File: src/rtl/mul_pkg.sv
// Shared types for the multi-cycle multiply sequencer: op/state encodings and
// the ALU control code mapping the decoder uses to issue multiplies.
package mul_pkg;

    typedef enum logic [1:0] {
        OP_MUL    = 2'd0,
        OP_MULH   = 2'd1,
        OP_MULHSU = 2'd2,
        OP_MULHU  = 2'd3
    } op_e;

    typedef enum logic [1:0] {
        S_IDLE = 2'd0,
        S_CALC = 2'd1,
        S_FIX  = 2'd2,
        S_DONE = 2'd3
    } state_e;

    // ALU control codes 17..20 are MUL, MULH, MULHSU, MULHU in op_e order
    localparam logic [4:0] ALU_MUL    = 5'd17;
    localparam logic [4:0] ALU_MULH   = 5'd18;
    localparam logic [4:0] ALU_MULHSU = 5'd19;
    localparam logic [4:0] ALU_MULHU  = 5'd20;

    function automatic op_e alu_to_op(input logic [4:0] alu_ctl);
        logic [4:0] idx;
        idx = alu_ctl - ALU_MUL;
        return op_e'(idx[1:0]);
    endfunction

endpackage

File: src/rtl/mul_seq.sv
// Radix-2 shift-add multiplier for the M-extension multiply group.
// Fixed 34-cycle latency from accept to done; flush aborts without a result.
//
// state  | meaning
// -------+---------------------------------------------------------------
// IDLE   | waiting for start
// CALC   | 32 shift-add iterations on operand magnitudes
// FIX    | apply sign, select low/high word into out
// DONE   | done pulse; a new start may be accepted here with no bubble
module mul_seq
    import mul_pkg::*;
#(
    parameter int XLEN = 32
) (
    input  logic            clk,
    input  logic            rst,
    input  logic            start,
    input  logic [1:0]      op,
    input  logic [XLEN-1:0] in1,
    input  logic [XLEN-1:0] in2,
    input  logic            flush,
    output logic            busy,
    output logic            done,
    output logic [XLEN-1:0] out
);

    state_e            state, state_nx;
    op_e               op_q;
    logic              neg;
    logic [2*XLEN-1:0] acc;
    logic [2*XLEN-1:0] mcand;
    logic [XLEN-1:0]   mplier;
    logic [5:0]        cnt;

    logic              accept;
    logic              sgn1, sgn2;
    logic [XLEN-1:0]   mag1, mag2;
    logic [2*XLEN-1:0] prod;

    assign accept = start && !flush && (state == S_IDLE || state == S_DONE);

    always_comb begin
        sgn1 = 1'b0;
        sgn2 = 1'b0;
        sgn1 = (op_e'(op) == OP_MULH || op_e'(op) == OP_MULHSU) && in1[XLEN-1];
        sgn2 = (op_e'(op) == OP_MULH) && in2[XLEN-1];
        // negating 0x80000000 yields 0x80000000, which is the correct unsigned magnitude
        mag1 = sgn1 ? (~in1 + 1'b1) : in1;
        mag2 = sgn2 ? (~in2 + 1'b1) : in2;
        prod = neg ? (~acc + 1'b1) : acc;
    end

    always_ff @(posedge clk or posedge rst) begin
        if (rst) state <= S_IDLE;
        else     state <= state_nx;
    end

    always_comb begin
        state_nx = state;
        case (state)
            S_IDLE:  if (accept) state_nx = S_CALC;
            S_CALC:  if (cnt == 6'(XLEN - 1)) state_nx = S_FIX;
            S_FIX:   state_nx = S_DONE;
            S_DONE:  state_nx = accept ? S_CALC : S_IDLE;
            default: state_nx = S_IDLE;
        endcase
        if (flush) state_nx = S_IDLE;
    end

    assign busy = (state == S_CALC) || (state == S_FIX);
    assign done = (state == S_DONE);

    always_ff @(posedge clk or posedge rst) begin
        if (rst) begin
            op_q   <= OP_MUL;
            neg    <= 1'b0;
            acc    <= '0;
            mcand  <= '0;
            mplier <= '0;
            cnt    <= '0;
            out    <= '0;
        end else if (accept) begin
            op_q   <= op_e'(op);
            neg    <= sgn1 ^ sgn2;
            acc    <= '0;
            mcand  <= {{XLEN{1'b0}}, mag1};
            mplier <= mag2;
            cnt    <= '0;
        end else if (state == S_CALC) begin
            if (mplier[0]) acc <= acc + mcand;
            mcand  <= mcand << 1;
            mplier <= mplier >> 1;
            cnt    <= cnt + 6'd1;
        end else if (state == S_FIX && !flush) begin
            out <= (op_q == OP_MUL) ? prod[XLEN-1:0] : prod[2*XLEN-1:XLEN];
        end
    end

endmodule

File: config.mk
export PLATFORM = sky130hd
export DESIGN_NAME = mul_seq
export DESIGN_NICKNAME = d
export VERILOG_FILES = /design/src/rtl/mul_pkg.sv /design/src/rtl/mul_seq.sv
export SDC_FILE = /design/constraint.sdc
export NUM_CORES = 1
export LEC_CHECK = 0
export BUFFER_PORTS_ARGS = -buffer_cell sky130_fd_sc_hd__buf_2
export CAP_MARGIN = 40
export CORE_ASPECT_RATIO = 1.4
export CORE_UTILIZATION = 36
export CTS_BUF_LIST = sky130_fd_sc_hd__clkbuf_8 sky130_fd_sc_hd__clkbuf_16
export CTS_CLUSTER_SIZE = 25
export DETAILED_ROUTE_END_ITERATION = 10
export HOLD_SLACK_MARGIN = 0.06
export SYNTH_ARGS = -nofsm -noshare
export SYNTH_HDL_FRONTEND = slang
export SYNTH_SLANG_ARGS = --single-unit
File: constraint.sdc
create_clock -name clk -period 6.28 [get_ports clk]
set_clock_uncertainty 0.2 [all_clocks]
set_input_delay 0 -clock clk [delete_from_list [all_inputs] [get_ports clk]]
set_output_delay 0 -clock clk [all_outputs]
set_load 0.02 [all_outputs]
### Word-level counts from Yosys, hierarchy flattened

Cells that the tools add are included.

* flip-flop bits (word level): 203
* latch bits: 0
* memory bits (writable): 0
* bits in read-only memories: 0
* bits of input ports: 70
* output and inout bits: 34
* memories: 0

* add/subtract/negate cells: 5
* $mul: 0
* divide/modulo/power cells: 0
* order comparisons: 0
* eq/ne operators: 8
* shifts and indexed selects: 0
* muxes and demuxes: 18
* bitwise gates (word level): 6
* reductions and logical operators: 16

Operators by type and width (number)
* 64-bit 2-to-1 mux: 6
* 32-bit 2-to-1 mux: 5
* 32-bit by 1-bit adder with 32-bit output, second input constant: 2
* 64-bit by 1-bit adder with 64-bit output, second input constant: 1
* 64-bit adder: 1
* 32-bit inverter: 2
* 64-bit inverter: 1
* 6-bit 2-to-1 mux: 2
* 2-bit one-hot mux with 4 select lines: 1
* 6-bit by 1-bit adder with 6-bit output, second input constant: 1
* 2-bit equality test, second input constant: 3
* 6-bit by 5-bit equality test with 1-bit output, second input constant: 1
* 2-bit 2-to-1 mux: 3
* 3-bit inequality test, second input constant: 2
* 1-bit logical AND: 5
* 2-bit by 1-bit equality test with 1-bit output, second input constant: 2
* 2-bit zero test: 2
* 2-bit AND reduction: 2
* 2-bit nonzero test: 2
* 1-bit logical OR: 3
* 3-bit AND reduction: 1
* 1-bit inverter: 2
* 1-bit zero test: 1
* 1-bit 2-to-1 mux: 1
* 1-bit XOR: 1

### Depth between registers and ports, before layout

* depth after elaboration: 6
* depth in mapped cells: 13
* mapped depth without buffers: 13

### Least setup slack after synthesis

Ideal clock, no wire load.

* kind: reg2reg
* from: register acc[0]
* to: register acc[60]
* library setup time: 0.128 ns
* arrival time: 3.525 ns
* data required time: 5.952 ns
* setup slack: 2.426 ns
* cell stages (with the launch flop): 14
* period minus slack after synthesis: 3.854 ns
* cells stage by stage: dfrtp_1 ha_1 fa_1 a21o_1 a221o_1 a21oi_1 a31oi_1 a221oi_1 nor2_1 a21boi_0 o21ai_1 a41oi_1 mux2i_1 nand3_1

* cells in the longest elaborated chain, start to end: 4

Ends and longest elaborated chain
* start, declared: line mul_seq.sv:30 `logic [2*XLEN-1:0] acc;`
* start signal, assigned: line mul_seq.sv:90 `if (mplier[0]) acc <= acc + mcand;`
* 64-bit adder: line mul_seq.sv:90
* 64-bit 2-to-1 mux: line mul_seq.sv:90
* 64-bit 2-to-1 mux: line mul_seq.sv:89 `end else if (state == S_CALC) begin`
* 64-bit 2-to-1 mux: line mul_seq.sv:82 `end else if (accept) begin`

No other way between the ends. The select of a mux whose other input is x is not followed.
A chain may end at the register's enable or synchronous reset.

### Worst setup path after layout

Same ends and word-level chain as after synthesis.

==> flow_metrics.env <==
export IMPL_postCtsHoldBufs=126
export IMPL_critPathSlowestCell="sky130_fd_sc_hd__a221oi_1"
export IMPL_postSynth_topFlopCell="sky130_fd_sc_hd__dfrtp_1"
export IMPL_maximum_vdd_drop_v=0.000235
export IMPL_timing_critical_path_cells="ha_1 > fa_1 > a21o_1 > a221o_1 > a21oi_1 > a31oi_1 > a221oi_1 > nor2_1 > a21boi_0 > o21ai_1 > a41oi_1 > mux2i_1 > nand3_1"
export IMPL_grt_overflow_total=0
export IMPL_async_flop_share_pct=100
export IMPL_vias=13600
export IMPL_core_area_um2=40300
export IMPL_timing_final_hold_violations=0
export IMPL_via_per_inst=5.45
export IMPL_postLayoutCoreUtil_pct=44.2
export IMPL_dp_final_hpwl_um=31600
export IMPL_count_of_nets_left_with_antenna_violations_after_detail_routing=0
export IMPL_p_seq_share_pct=29.3
export IMPL_clkSinkCount=203
export IMPL_cts_tree="done"
export IMPL_post_synth_most_frequent_cells="sky130_fd_sc_hd__nand2_1 (252), sky130_fd_sc_hd__o21ai_0 (227), sky130_fd_sc_hd__dfrtp_1 (203)"
export IMPL_most_frequent_cell_after_synthesis="sky130_fd_sc_hd__nand2_1"
export IMPL_nets_finish=2091
export IMPL_critical_r2r_capture="acc[60]$_DFFE_PP0P_"
export IMPL_drc_errors=0
export IMPL_syn_nets=1914
export IMPL_power_mw=7.42
export IMPL_synth_lib_cells_used_distinct=63
export IMPL_count_of_tritonroute_iterations_in_the_first_routing_pass=5
export IMPL_post_synth_top_area_cell="sky130_fd_sc_hd__dfrtp_1"
export IMPL_setup_tns_ns=0
export IMPL_run_status="complete, no violations"
export IMPL_clock_tree_buffer_depth=3
export IMPL_layout_area_seq_um2=5080
export IMPL_cts_root_buffer_cell="sky130_fd_sc_hd__clkbuf_16"
export IMPL_r2r_setup_slack_ns=1.70
export IMPL_share_of_final_layout_standard_cells_stronger_than_drive_strength_1_pct=9.16
export IMPL_syn_cell_area_um2=14700
export IMPL_numPlacedInstances=2328
export IMPL_cts_resized=0
export IMPL_numCtsBuffers=25
export IMPL_final_cells=2498
export IMPL_yosys_warnings=0
export IMPL_ant_diodes=0
export IMPL_synth_edff_count=0
export IMPL_antenna_violations_before_repair=0
export IMPL_timing_setup_critical_path_class="reg2reg"
export IMPL_static_leak_nw=8.07
export IMPL_core_rowCount=87
export IMPL_synth_cells=1770
export IMPL_combinationalPowerShare_pct=51.2
export IMPL_grt_max_degree=84
export IMPL_path_depth=13
export IMPL_syn2layout_area_growth_pct=20.7
export IMPL_synth_top_cells_by_area="sky130_fd_sc_hd__dfrtp_1 (34%), sky130_fd_sc_hd__o21ai_0 (7.7%), sky130_fd_sc_hd__mux2i_1 (6.7%)"
export IMPL_fillers=3988
export IMPL_setup_worst_path_end_class="register"
export IMPL_cts_reportedPaths_clkPinSlew_ns=0.06
export IMPL_worstSetupStartpointType="register"
export IMPL_powerDensity_nw_per_um2=417
export IMPL_cp_arrival_ns=4.79
export IMPL_grt_util_all_layers_pct=20.7
export IMPL_number_of_input_and_output_port_buffers_inserted=103
export IMPL_io_pins=104
export IMPL_final_min_period_over_clock_period_pct=72.9
export IMPL_die_width_um=173
export IMPL_critical_path_buf_inv_count=0
export IMPL_fin_worst_hold_slack_ns=0.114
export IMPL_max_cap_violation_count=0
export IMPL_htreeDepth=1
export IMPL_cts_setup_buffers=0
export IMPL_grt_first_pass_wirelength_um=69800
export IMPL_sw_frac_of_total_pct=44.8
export IMPL_worst_ep_required_time_ns=6.50
export IMPL_clock_insertion_delay_worst_skew_ns=0.54
export IMPL_critPathLaunch="acc[0]$_DFFE_PP0P_"
export IMPL_cp_max_fo=6
export IMPL_synth_yosys_seq_area_share_pct=34.5
export IMPL_via_count_of_the_first_global_routing_pass=13500
export IMPL_timing_max_slew_rel_slack_pct=44.3
export IMPL_clkPwrFrac_pct=19.5
export IMPL_reg2reg_from="acc[0]$_DFFE_PP0P_"
export IMPL_fmax_ghz=0.219
export IMPL_drt_total_wl_um=43200
export IMPL_synth_top_area_share_pct=34.5
export IMPL_ys_seq_elements=203
export IMPL_die_height_um=241
export IMPL_number_of_cells_on_the_worst_reg_to_reg_path=13
export IMPL_drt_iter0_markers=734
export IMPL_critPathTopFamily="compound AO/OA/AOI/OAI gates"
export IMPL_multi_input_comb_area_um2=9210
export IMPL_synthesis_area_per_instance_um2=8.32
export IMPL_critPathCapture="acc[60]$_DFFE_PP0P_"
export IMPL_setup_viol=0
export IMPL_fp_dieArea_um2=41800
export IMPL_p_switching_mw=3.32
export IMPL_min_delay_path_class="in2reg"
export IMPL_final_max_slew_viol_count=0
export IMPL_post_drt_wl_per_cell_um=17.3
export IMPL_rsz_0062_raised_after_global_routing="false"
export IMPL_routabilityCongestion=0.916
export IMPL_period_minus_slack_ns=4.58
export IMPL_worstMarginPinSlew_ns=0.836
export IMPL_initial_cell_density_of_the_core_pct=36.6
export IMPL_power_internal_mw=4.10
export IMPL_cpPeakStageDelay_ns=0.52
==> cell type report <==
class,instances,area share [%]
timing repair buffer,243,10.6
tap,534,3.76
inverter,31,0.696
clock buffer,31,3.98
sequential,203,28.6
multi-input combinational,1443,51.8
clock inverter,13,0.647
==> state kept, by name, indices dropped and copies added, names as in the netlist <==
register,count
neg,1
acc,64
op_q,2
out,32
state,2
cnt,6
mplier,32
mcand,64
==> layer usage <==
layer / track usage, % / up-vias / wire length [µm]
li1: - / 6685 / -
met1: 23.3 / 6496 / 17500
met2: 38.7 / 336 / 21900
met3: 2.20 / 96 / 1740
met4: 10.5 / 0 / 2100
met5: 0 / - / 0
==> power by group through the flow <==
stage | clock, mW | combinational, mW | sequential [mW]
finish | 1.45 | 3.80 | 2.17
global route | 1.53 | 4.22 | 2.24
CTS | 1.49 | 3.78 | 2.18
detailed placement | 0 | 3.66 | 2.20
global placement | 0 | 3.62 | 2.18
floorplan | 0 | 2.75 | 2.12
==> per-stage QoR <==
step           area, µm²  worst slack (ns)
2_1_floorplan      14700             0.541
3_3_place_gp       15700              1.64
3_5_place_dp       15700              1.65
4_1_cts            17800              1.65
5_1_grt            17800              1.28
6_report           17800              1.70
==> cells in the final DEF, fill, tap and decap left out, types with 33 or more instances in the layout <==
| cell type | synthesis | layout |
|---|---|---|
| sky130_fd_sc_hd__buf_2 | 2 | 103 |
| sky130_fd_sc_hd__o21ai_0 | 227 | 227 |
| sky130_fd_sc_hd__dlygate4sd3_1 | 0 | 126 |
| sky130_fd_sc_hd__a21o_1 | 47 | 47 |
| sky130_fd_sc_hd__nor2_1 | 127 | 126 |
| sky130_fd_sc_hd__nand2_1 | 252 | 252 |
| sky130_fd_sc_hd__xor2_1 | 98 | 98 |
| sky130_fd_sc_hd__ha_1 | 73 | 72 |
| sky130_fd_sc_hd__a21oi_1 | 121 | 120 |
| sky130_fd_sc_hd__dfrtp_1 | 203 | 203 |
| sky130_fd_sc_hd__xnor2_1 | 75 | 75 |
| sky130_fd_sc_hd__mux2i_1 | 99 | 99 |
| sky130_fd_sc_hd__inv_1 | 31 | 33 |
==> worst min-delay path by stage <==
| stage | start | endpoint | slack (ns) | cells past startpoint |
|---|---|---|---|---|
| floorplan | flush | state[1]$_DFFE_PP0P_ | -0.13 | 1 |
| global placement | rst | out[12]$_DFFE_PP0P_ | -0.07 | 2 |
| detailed placement | rst | out[12]$_DFFE_PP0P_ | -0.07 | 2 |
| CTS | op[1] | op_q[1]$_DFFE_PP0P_ | 0.08 | 4 |
| global route | in2[1] | mplier[1]$_DFFE_PP0N_ | 0.12 | 4 |
| finish | in2[1] | mplier[1]$_DFFE_PP0N_ | 0.11 | 4 |
==> logic make-up (layout without fill, tap and decap cells) <==
kind of cell               Yosys count  after routing  synth area share [%]
AOI/OAI and AO/OA                  536            536                  21.5
buffers and inverters              124            318                  3.23
adders and majority gates           74             74                  6.33
and+or+nand+nor                    561            561                  17.4
xor gates and xnor gates           173            173                  10.3
muxes                               99             99                  6.73
DFF                                203            203                  34.5
==> tightest hold or removal path: cells and delay by family <==
kind	cells	cell delay, ns
compound gates	1	0.07
simple gates	1	0.06
buf+inv	2	0.68
Note: power is estimated with default switching activity, not from simulation.
